==> config.mk <==
export PLATFORM = sky130hd
export DESIGN_NAME = dual_beam_trigger_scaler
export DESIGN_NICKNAME = d
export VERILOG_FILES = /design/src/rtl/dual_beam_trigger_scaler.sv
export SDC_FILE = /design/constraint.sdc
export NUM_CORES = 1
export LEC_CHECK = 0
export BUFFER_PORTS_ARGS = -buffer_cell sky130_fd_sc_hd__clkbuf_2
export CORE_ASPECT_RATIO = 0.75
export CORE_MARGIN = 2
export CORE_UTILIZATION = 60
export DETAILED_ROUTE_END_ITERATION = 10
export GPL_ROUTABILITY_DRIVEN = 0
export PLACE_DENSITY = 0.81
export SYNTH_ARGS = -nofsm -noshare
export SYNTH_HDL_FRONTEND = slang
export SYNTH_SLANG_ARGS = --single-unit
==> constraint.sdc <==
create_clock -name clk_i -period 3.8 [get_ports clk_i]
set_input_delay 0.38 -clock clk_i [delete_from_list [all_inputs] [get_ports clk_i]]
set_output_delay 0.38 -clock clk_i [all_outputs]
set_load 0.005 [all_outputs]
==> src/rtl/dual_beam_trigger_scaler.sv <==
// Per-beam trigger holdoff/masking with one-cycle pulses and gated saturating rate scalers.
// Optional BEAM_SCALER_OVERFLOW_EN adds overflow_o, a per-beam "saturated and still counting" flag.
module dual_beam_trigger_scaler #(
    parameter int NBEAMS   = 2,
    parameter int HOLDOFF  = 16,
    parameter int PERIOD   = 375000,
    parameter int CNT_BITS = 16
) (
    input  logic                         clk_i,
    input  logic                         rst_i,
    input  logic [NBEAMS-1:0]            trigger_i,
    input  logic [NBEAMS-1:0]            mask_i,
    output logic [NBEAMS-1:0]            trig_o,
    output logic                         trig_any_o,
    output logic [NBEAMS*CNT_BITS-1:0]   count_o,
    output logic                         count_valid_o
`ifdef BEAM_SCALER_OVERFLOW_EN
    ,
    output logic [NBEAMS-1:0]            overflow_o
`endif
);

    localparam int HW = (HOLDOFF > 0) ? $clog2(HOLDOFF + 1) : 1;
    localparam int PW = $clog2(PERIOD);
    localparam logic [HW-1:0]       HOLDOFF_LOAD = HW'(HOLDOFF);
    localparam logic [PW-1:0]       PERIOD_LAST  = PW'(PERIOD - 1);
    localparam logic [CNT_BITS-1:0] CNT_MAX      = '1;

    logic [NBEAMS-1:0]                trig_s1_r;
    logic [NBEAMS-1:0]                mask_s1_r;
    logic [NBEAMS-1:0][HW-1:0]        holdoff_r;
    logic [NBEAMS-1:0][HW-1:0]        holdoff_nxt_s;
    logic [NBEAMS-1:0][CNT_BITS-1:0]  acc_r;
    logic [NBEAMS-1:0][CNT_BITS-1:0]  acc_nxt_s;
    logic [NBEAMS-1:0][CNT_BITS-1:0]  close_s;
    logic [NBEAMS-1:0]                accept_s;
    logic [PW-1:0]                    period_r;
    logic [PW-1:0]                    period_nxt_s;
    logic                             period_end_s;

    function automatic logic [CNT_BITS-1:0] sat_inc(
        input logic [CNT_BITS-1:0] value,
        input logic                inc
    );
        logic [CNT_BITS-1:0] result;
        if (inc && (value != CNT_MAX)) begin
            result = value + CNT_BITS'(1);
        end else begin
            result = value;
        end
        return result;
    endfunction

    // Gate period counter; the last cycle closes the scaler window.
    always_comb begin
        period_end_s = (period_r == PERIOD_LAST);
        if (period_end_s) begin
            period_nxt_s = '0;
        end else begin
            period_nxt_s = period_r + PW'(1);
        end
    end

    // Per-beam acceptance, holdoff next-state and scaler next-state.
    always_comb begin
        accept_s      = '0;
        holdoff_nxt_s = '0;
        close_s       = '0;
        acc_nxt_s     = '0;
        for (int b = 0; b < NBEAMS; b++) begin
            accept_s[b] = trig_s1_r[b] & ~mask_s1_r[b] & (holdoff_r[b] == '0);
            if (accept_s[b]) begin
                holdoff_nxt_s[b] = HOLDOFF_LOAD;
            end else if (holdoff_r[b] != '0) begin
                holdoff_nxt_s[b] = holdoff_r[b] - HW'(1);
            end else begin
                holdoff_nxt_s[b] = '0;
            end
            // An accept on the closing cycle still belongs to the closing window.
            close_s[b] = sat_inc(acc_r[b], accept_s[b]);
            if (period_end_s) begin
                acc_nxt_s[b] = '0;
            end else begin
                acc_nxt_s[b] = close_s[b];
            end
        end
    end

    // Input stage, holdoff counters, accumulators and period counter.
    always_ff @(posedge clk_i) begin
        if (rst_i) begin
            trig_s1_r <= '0;
            mask_s1_r <= '0;
            holdoff_r <= '0;
            acc_r     <= '0;
            period_r  <= '0;
        end else begin
            trig_s1_r <= trigger_i;
            mask_s1_r <= mask_i;
            holdoff_r <= holdoff_nxt_s;
            acc_r     <= acc_nxt_s;
            period_r  <= period_nxt_s;
        end
    end

    // Registered trigger pulses and latched scaler outputs.
    always_ff @(posedge clk_i) begin
        if (rst_i) begin
            trig_o        <= '0;
            trig_any_o    <= 1'b0;
            count_o       <= '0;
            count_valid_o <= 1'b0;
        end else begin
            trig_o        <= accept_s;
            trig_any_o    <= |accept_s;
            count_valid_o <= period_end_s;
            if (period_end_s) begin
                for (int b = 0; b < NBEAMS; b++) begin
                    count_o[b*CNT_BITS +: CNT_BITS] <= close_s[b];
                end
            end else begin
                count_o <= count_o;
            end
        end
    end

`ifdef BEAM_SCALER_OVERFLOW_EN
    logic [NBEAMS-1:0] ovf_acc_r;
    logic [NBEAMS-1:0] ovf_close_s;

    // Overflow is an accept that arrives while the accumulator is already full.
    always_comb begin
        ovf_close_s = '0;
        for (int b = 0; b < NBEAMS; b++) begin
            ovf_close_s[b] = ovf_acc_r[b] | (accept_s[b] & (acc_r[b] == CNT_MAX));
        end
    end

    // Per-window overflow tracking, latched alongside count_o.
    always_ff @(posedge clk_i) begin
        if (rst_i) begin
            ovf_acc_r  <= '0;
            overflow_o <= '0;
        end else if (period_end_s) begin
            ovf_acc_r  <= '0;
            overflow_o <= ovf_close_s;
        end else begin
            ovf_acc_r  <= ovf_close_s;
            overflow_o <= overflow_o;
        end
    end
`endif

endmodule

# Yosys cells after proc, flatten, opt, wreduce, memory -nomap -nowiden
# Index checks and enable logic that the tools add are counted.
# word_totals
reg_bits	101
inputBits	6
output_inout_bits	36
elab_cells	45
# classes
addsub	5
n_eq_ne	3
mux	6
n_bitwise	8
n_reduce_logical	10
# ops
operator	n
adder 16 x 1 -> 16 bit (second input constant)	2
two-way mux 16 bit	2
!= test 16 bit (second input constant)	2
two-way mux 5 bit	4
adder 19 x 1 -> 19 bit (second input constant)	1
== test 19 bit (second input constant)	1
logical NOT 5 bit	2
nonzero test 5 bit	2
subtractor 5 x 1 -> 5 bit (second input constant)	2
OR reduction 3 bit	2
bitwise AND 1 bit	4
NOT 1 bit	4
OR reduction 2 bit	2
logical AND 1 bit	2

# Depth between registers and ports, before layout
# logic_depth
ltp_word	5
mapped_depth	8
mapped_depth_nobuf	7

# Least setup slack after synthesis
# Ideal clock, no wire load.
# synth_timing
path_type	register to register
start	register period_r[0]
end	register acc_r[7] (netlist bit)
setup_time_ns	0.118
t_arrival_ns	2.032
required_time_ns	3.682
setup_slack_ns	1.650
stages_incl_launch_ff	9
n_path_buf	2
period_less_slack_ns	2.150
path_cell_list	dfxtp_1 > ha_1 > inv_1 > or4b_1 > nor4_2 > or2_1 > buf_2 > buf_2 > nor2_1
# synth_via
elab_chain_len	2
# synth_lines
item	line_no	source
from (decl)	37	logic [PW-1:0] period_r;
from (signal assigned)	102	period_r <= period_nxt_s;
== test 19 bit	56	period_end_s = (period_r == PERIOD_LAST);
OR reduction 2 bit (no source line)	--	
to (signal assigned)	101	acc_r <= acc_nxt_s;
to (decl)	33	logic [NBEAMS-1:0][CNT_BITS-1:0] acc_r;
# No other way between the ends.
# A chain may end at the register's enable or synchronous reset.

# Worst setup path after layout
# layout_timing
start	register period_r[0]
end	register period_r[12]
# layout_via
elab_chain_len	2
elab_cells_between_ends	3
cone_classes	1 x add/sub; 1 x eq/ne; 1 x reduce/logical
# layout_lines
item
parallel branches: the longest is 2 deep, another holds adder 19 x 1 -> 19 bit
# Parallel ways; which one is timed is not known.

==> results by group <==
Synthesis
  • Register area share after synthesis: 47.5%
  • Cell taking the most area after synthesis: dfxtp_1
  • Post-synth EDFFs: 0
  • Avg Synthesized Cell Area: 9.17 um2
  • Top post-synthesis cells by area: dfxtp_1, nor2_1, xnor2_1, a211oi_1, xor2_1
  • Most common cell in the synthesized netlist: dfxtp_1
  • Library cells used by synthesis: 47
  • Asr flop ratio synth: 0%
  • Syn nets: 475
  • Cells after synthesis: 464
  • Synthesized area: 0.00426 mm2
  • Synth Register Bits: 101
  • Yosys top cell area share: 47.5%
  • Synth cell count leaders: dfxtp_1, nor2_1, a211oi_1, nand4_1, xnor2_1
  • Main flop type after synthesis: dfxtp_1
  • Ys Warns: 0

Clock tree
  • CTS max path bufs: 2
  • TritonCTS clock tree: done
  • Total number of clock tree sinks: 101
  • Post-CTS sizing: 0
  • Hold buffer count at CTS: 0
  • Post-CTS setup buffers: 0
  • Num CTS Buffers: 9
  • Clock Pin Slew Worst Setup and Hold Paths: 100 ps
  • H-tree level count: 3
  • Clk_lat worst skew: 380 ps
  • Clock root buffer: clkbuf_8

STA
  • Hold Fails Final Rpt: 0
  • Max-slew headroom: 48.1%
  • Setup ws final: 1130 ps
  • Worst-margin pin slew: 772 ps
  • FMAX: 0.374 GHz
  • Count of final max-slew check failures: 0
  • Fin crit share: 70.3%
  • RSZ-0062 raised after global routing: no
  • Clock Skews: 8.98 ps
  • Final min period: 2670 ps
  • Setup TNS: 0 ps
  • Setup violators final: 0

Die
  • Core area: 0.00683 mm2
  • Row count: 26
  • IO Pins: 42
  • Die X: 101 um
  • Die extent in y: 76.9 um
  • DIE AREA: 0.00779 mm2
  • Effective utilization at floorplan: 62.3%

Cells and area
  • Layout area overhead: 10.5%
  • Sequential cell area: 0.00202 mm2
  • Nets: 512
  • Fillcell total: 541
  • Multi-input logic area: 0.00213 mm2
  • Share of cells above drive strength 1: 14.2%
  • Antenna diode instance count: 0

Global route
  • Grt total ovfl: 0
  • Total GRT Usage: 24.5%
  • First-pass GRT wire length: 15100 um
  • Vias in the first global route: 3128
  • Initial antenna violation count: 0
  • Largest net degree at the start of global routing: 42

Setup path
  • CP Capture Type: flop
  • Delay-heaviest family, CP: simple AND/OR/NAND/NOR gates
  • Most used cell, CP: buf_4
  • Critical Path RT: 4050 ps
  • CP Launch Type: flop
  • Worst path bufs/invs: 3
  • R2R depth: 8
  • Flop2flop setup slack: 1130 ps
  • Crit-path slowest cell: or4b_1
  • Critical Path, Cell by Cell: ha_1, inv_1, or4b_1, nor4_4, buf_4, or2_1, buf_4, nor2_1
  • Crit Path Category: reg -> reg
  • Worst R2R End: period_r[12]
  • Worst EP arrival: 2920 ps
  • Reg2reg start: period_r[0]
  • Critical path depth in cells: 8
  • Slowest cell delay on critical path: 530 ps
  • Max FO, Critical Path: 41

Power and ir drop
  • Pleak: 0.00175 uW
  • Power per cell area: 435 mW/mm2
  • Peak supply drop: 0.000245 V

Job
  • Max-cap violation count: 0

Route
  • Final WL: 8900 um
  • Wire length per cell: 15.1 um
  • Post-route ant nets: 0
  • 1st-pass router iterations: 4
  • Initial DRC Count: 220
  • Via density: 5.81
  • Vias post-DR: 3430
  • DRC Markers: 0

Min path
  • Hold Path Origin: mask_i[1]
  • Worst Hold Class: in -> reg
  • Worst Hold Path EP: mask_s1_r[1]
  • Hold Crit Depth: 2

Placement
  • PortBufs: 41
  • Detail Placement HPWL: 6300 um
  • Worst slack, placed: 1170 ps

Run status
  • Run status: finished clean
[layout by cell type (no fill, tap or decap), drive strengths merged, types with 5 or more instances in the layout]
cell type / n
mux2i: 6
nand2: 16
nand2b: 10
nor4: 6
nand3: 20
a211oi: 25
xnor2: 23
and2: 8
xor2: 19
ha: 5
a31oi: 6
nand4: 24
clkbuf: 51
nor3: 11
nor2b: 9
nor2: 90
dfxtp: 101
buf: 5
a21oi: 12
and3: 9
and4: 8
inv: 9
[how the worst max path moves through the flow]
stage,startpoint,end,slack (ps)
floorplan,period_r[0],acc_r[7],1650
global placement,period_r[0],period_r[8],1300
detailed placement,period_r[0],period_r[2],1170
CTS,period_r[0],period_r[12],1140
global route,period_r[0],acc_r[9],940
finish,period_r[0],period_r[12],1130
[area by class of cell]
cell class | count | area share [%]
clock inverters | 6 | 1.01
inverters | 7 | 0.559
multi-input cells | 336 | 45.3
repair buffers | 46 | 5.16
well taps | 84 | 2.24
clock buffers | 10 | 2.71
flip-flops and latches | 101 | 43.0
[metrics by stage]
step | power, uW | utilization (%) | cell area [um2] | instances | hold slack, ps
3_3_place_gp | 1430 | 66.2 | 4530 | 574 | 427
3_5_place_dp | 1450 | 66.2 | 4530 | 574 | 439
6_report | 2050 | 68.8 | 4700 | 590 | 203
4_1_cts | 2060 | 68.8 | 4700 | 590 | 197
5_1_grt | 2150 | 68.8 | 4700 | 590 | 204
2_1_floorplan | 1390 | - | 4260 | 464 | 413
[state kept, by name (all words and copies together), names as in the netlist]
register,count
trig_any_o,1
trig_s1_r,2
count_o,32
period_r,19
trig_o,2
acc_r,32
holdoff_r,10
count_valid_o,1
mask_s1_r,2
[power by group]
group          switching, uW  leakage (uW)  internal, uW
Combinational            151      0.000851           120
Clock                    377     0.0000808           244
Sequential              44.8      0.000817          1110
Total                    573       0.00175          1470
[logic make-up after synthesis]
kind of cell             after synthesis  synth area share [%]
AO/OA/AOI/OAI                         56                  9.35
XOR/XNOR                              42                  8.64
AND/OR/NAND/NOR                      227                  29.0
flip-flops                           101                  47.5
adder cells (fa/ha/maj)                5                  1.47
multiplexers                           6                  1.41
buffers and inverters                 27                  2.65
[per-layer routing]
metal  GRT usage, %  vias to the layer above  wire [um]
met3           5.38                       12        585
li1               -                     1718          -
met1           35.0                     1586       4220
met2           37.0                      114       3980
met5              0                        -          0
met4           7.84                        0        106
(Power assumes the default switching activity.)
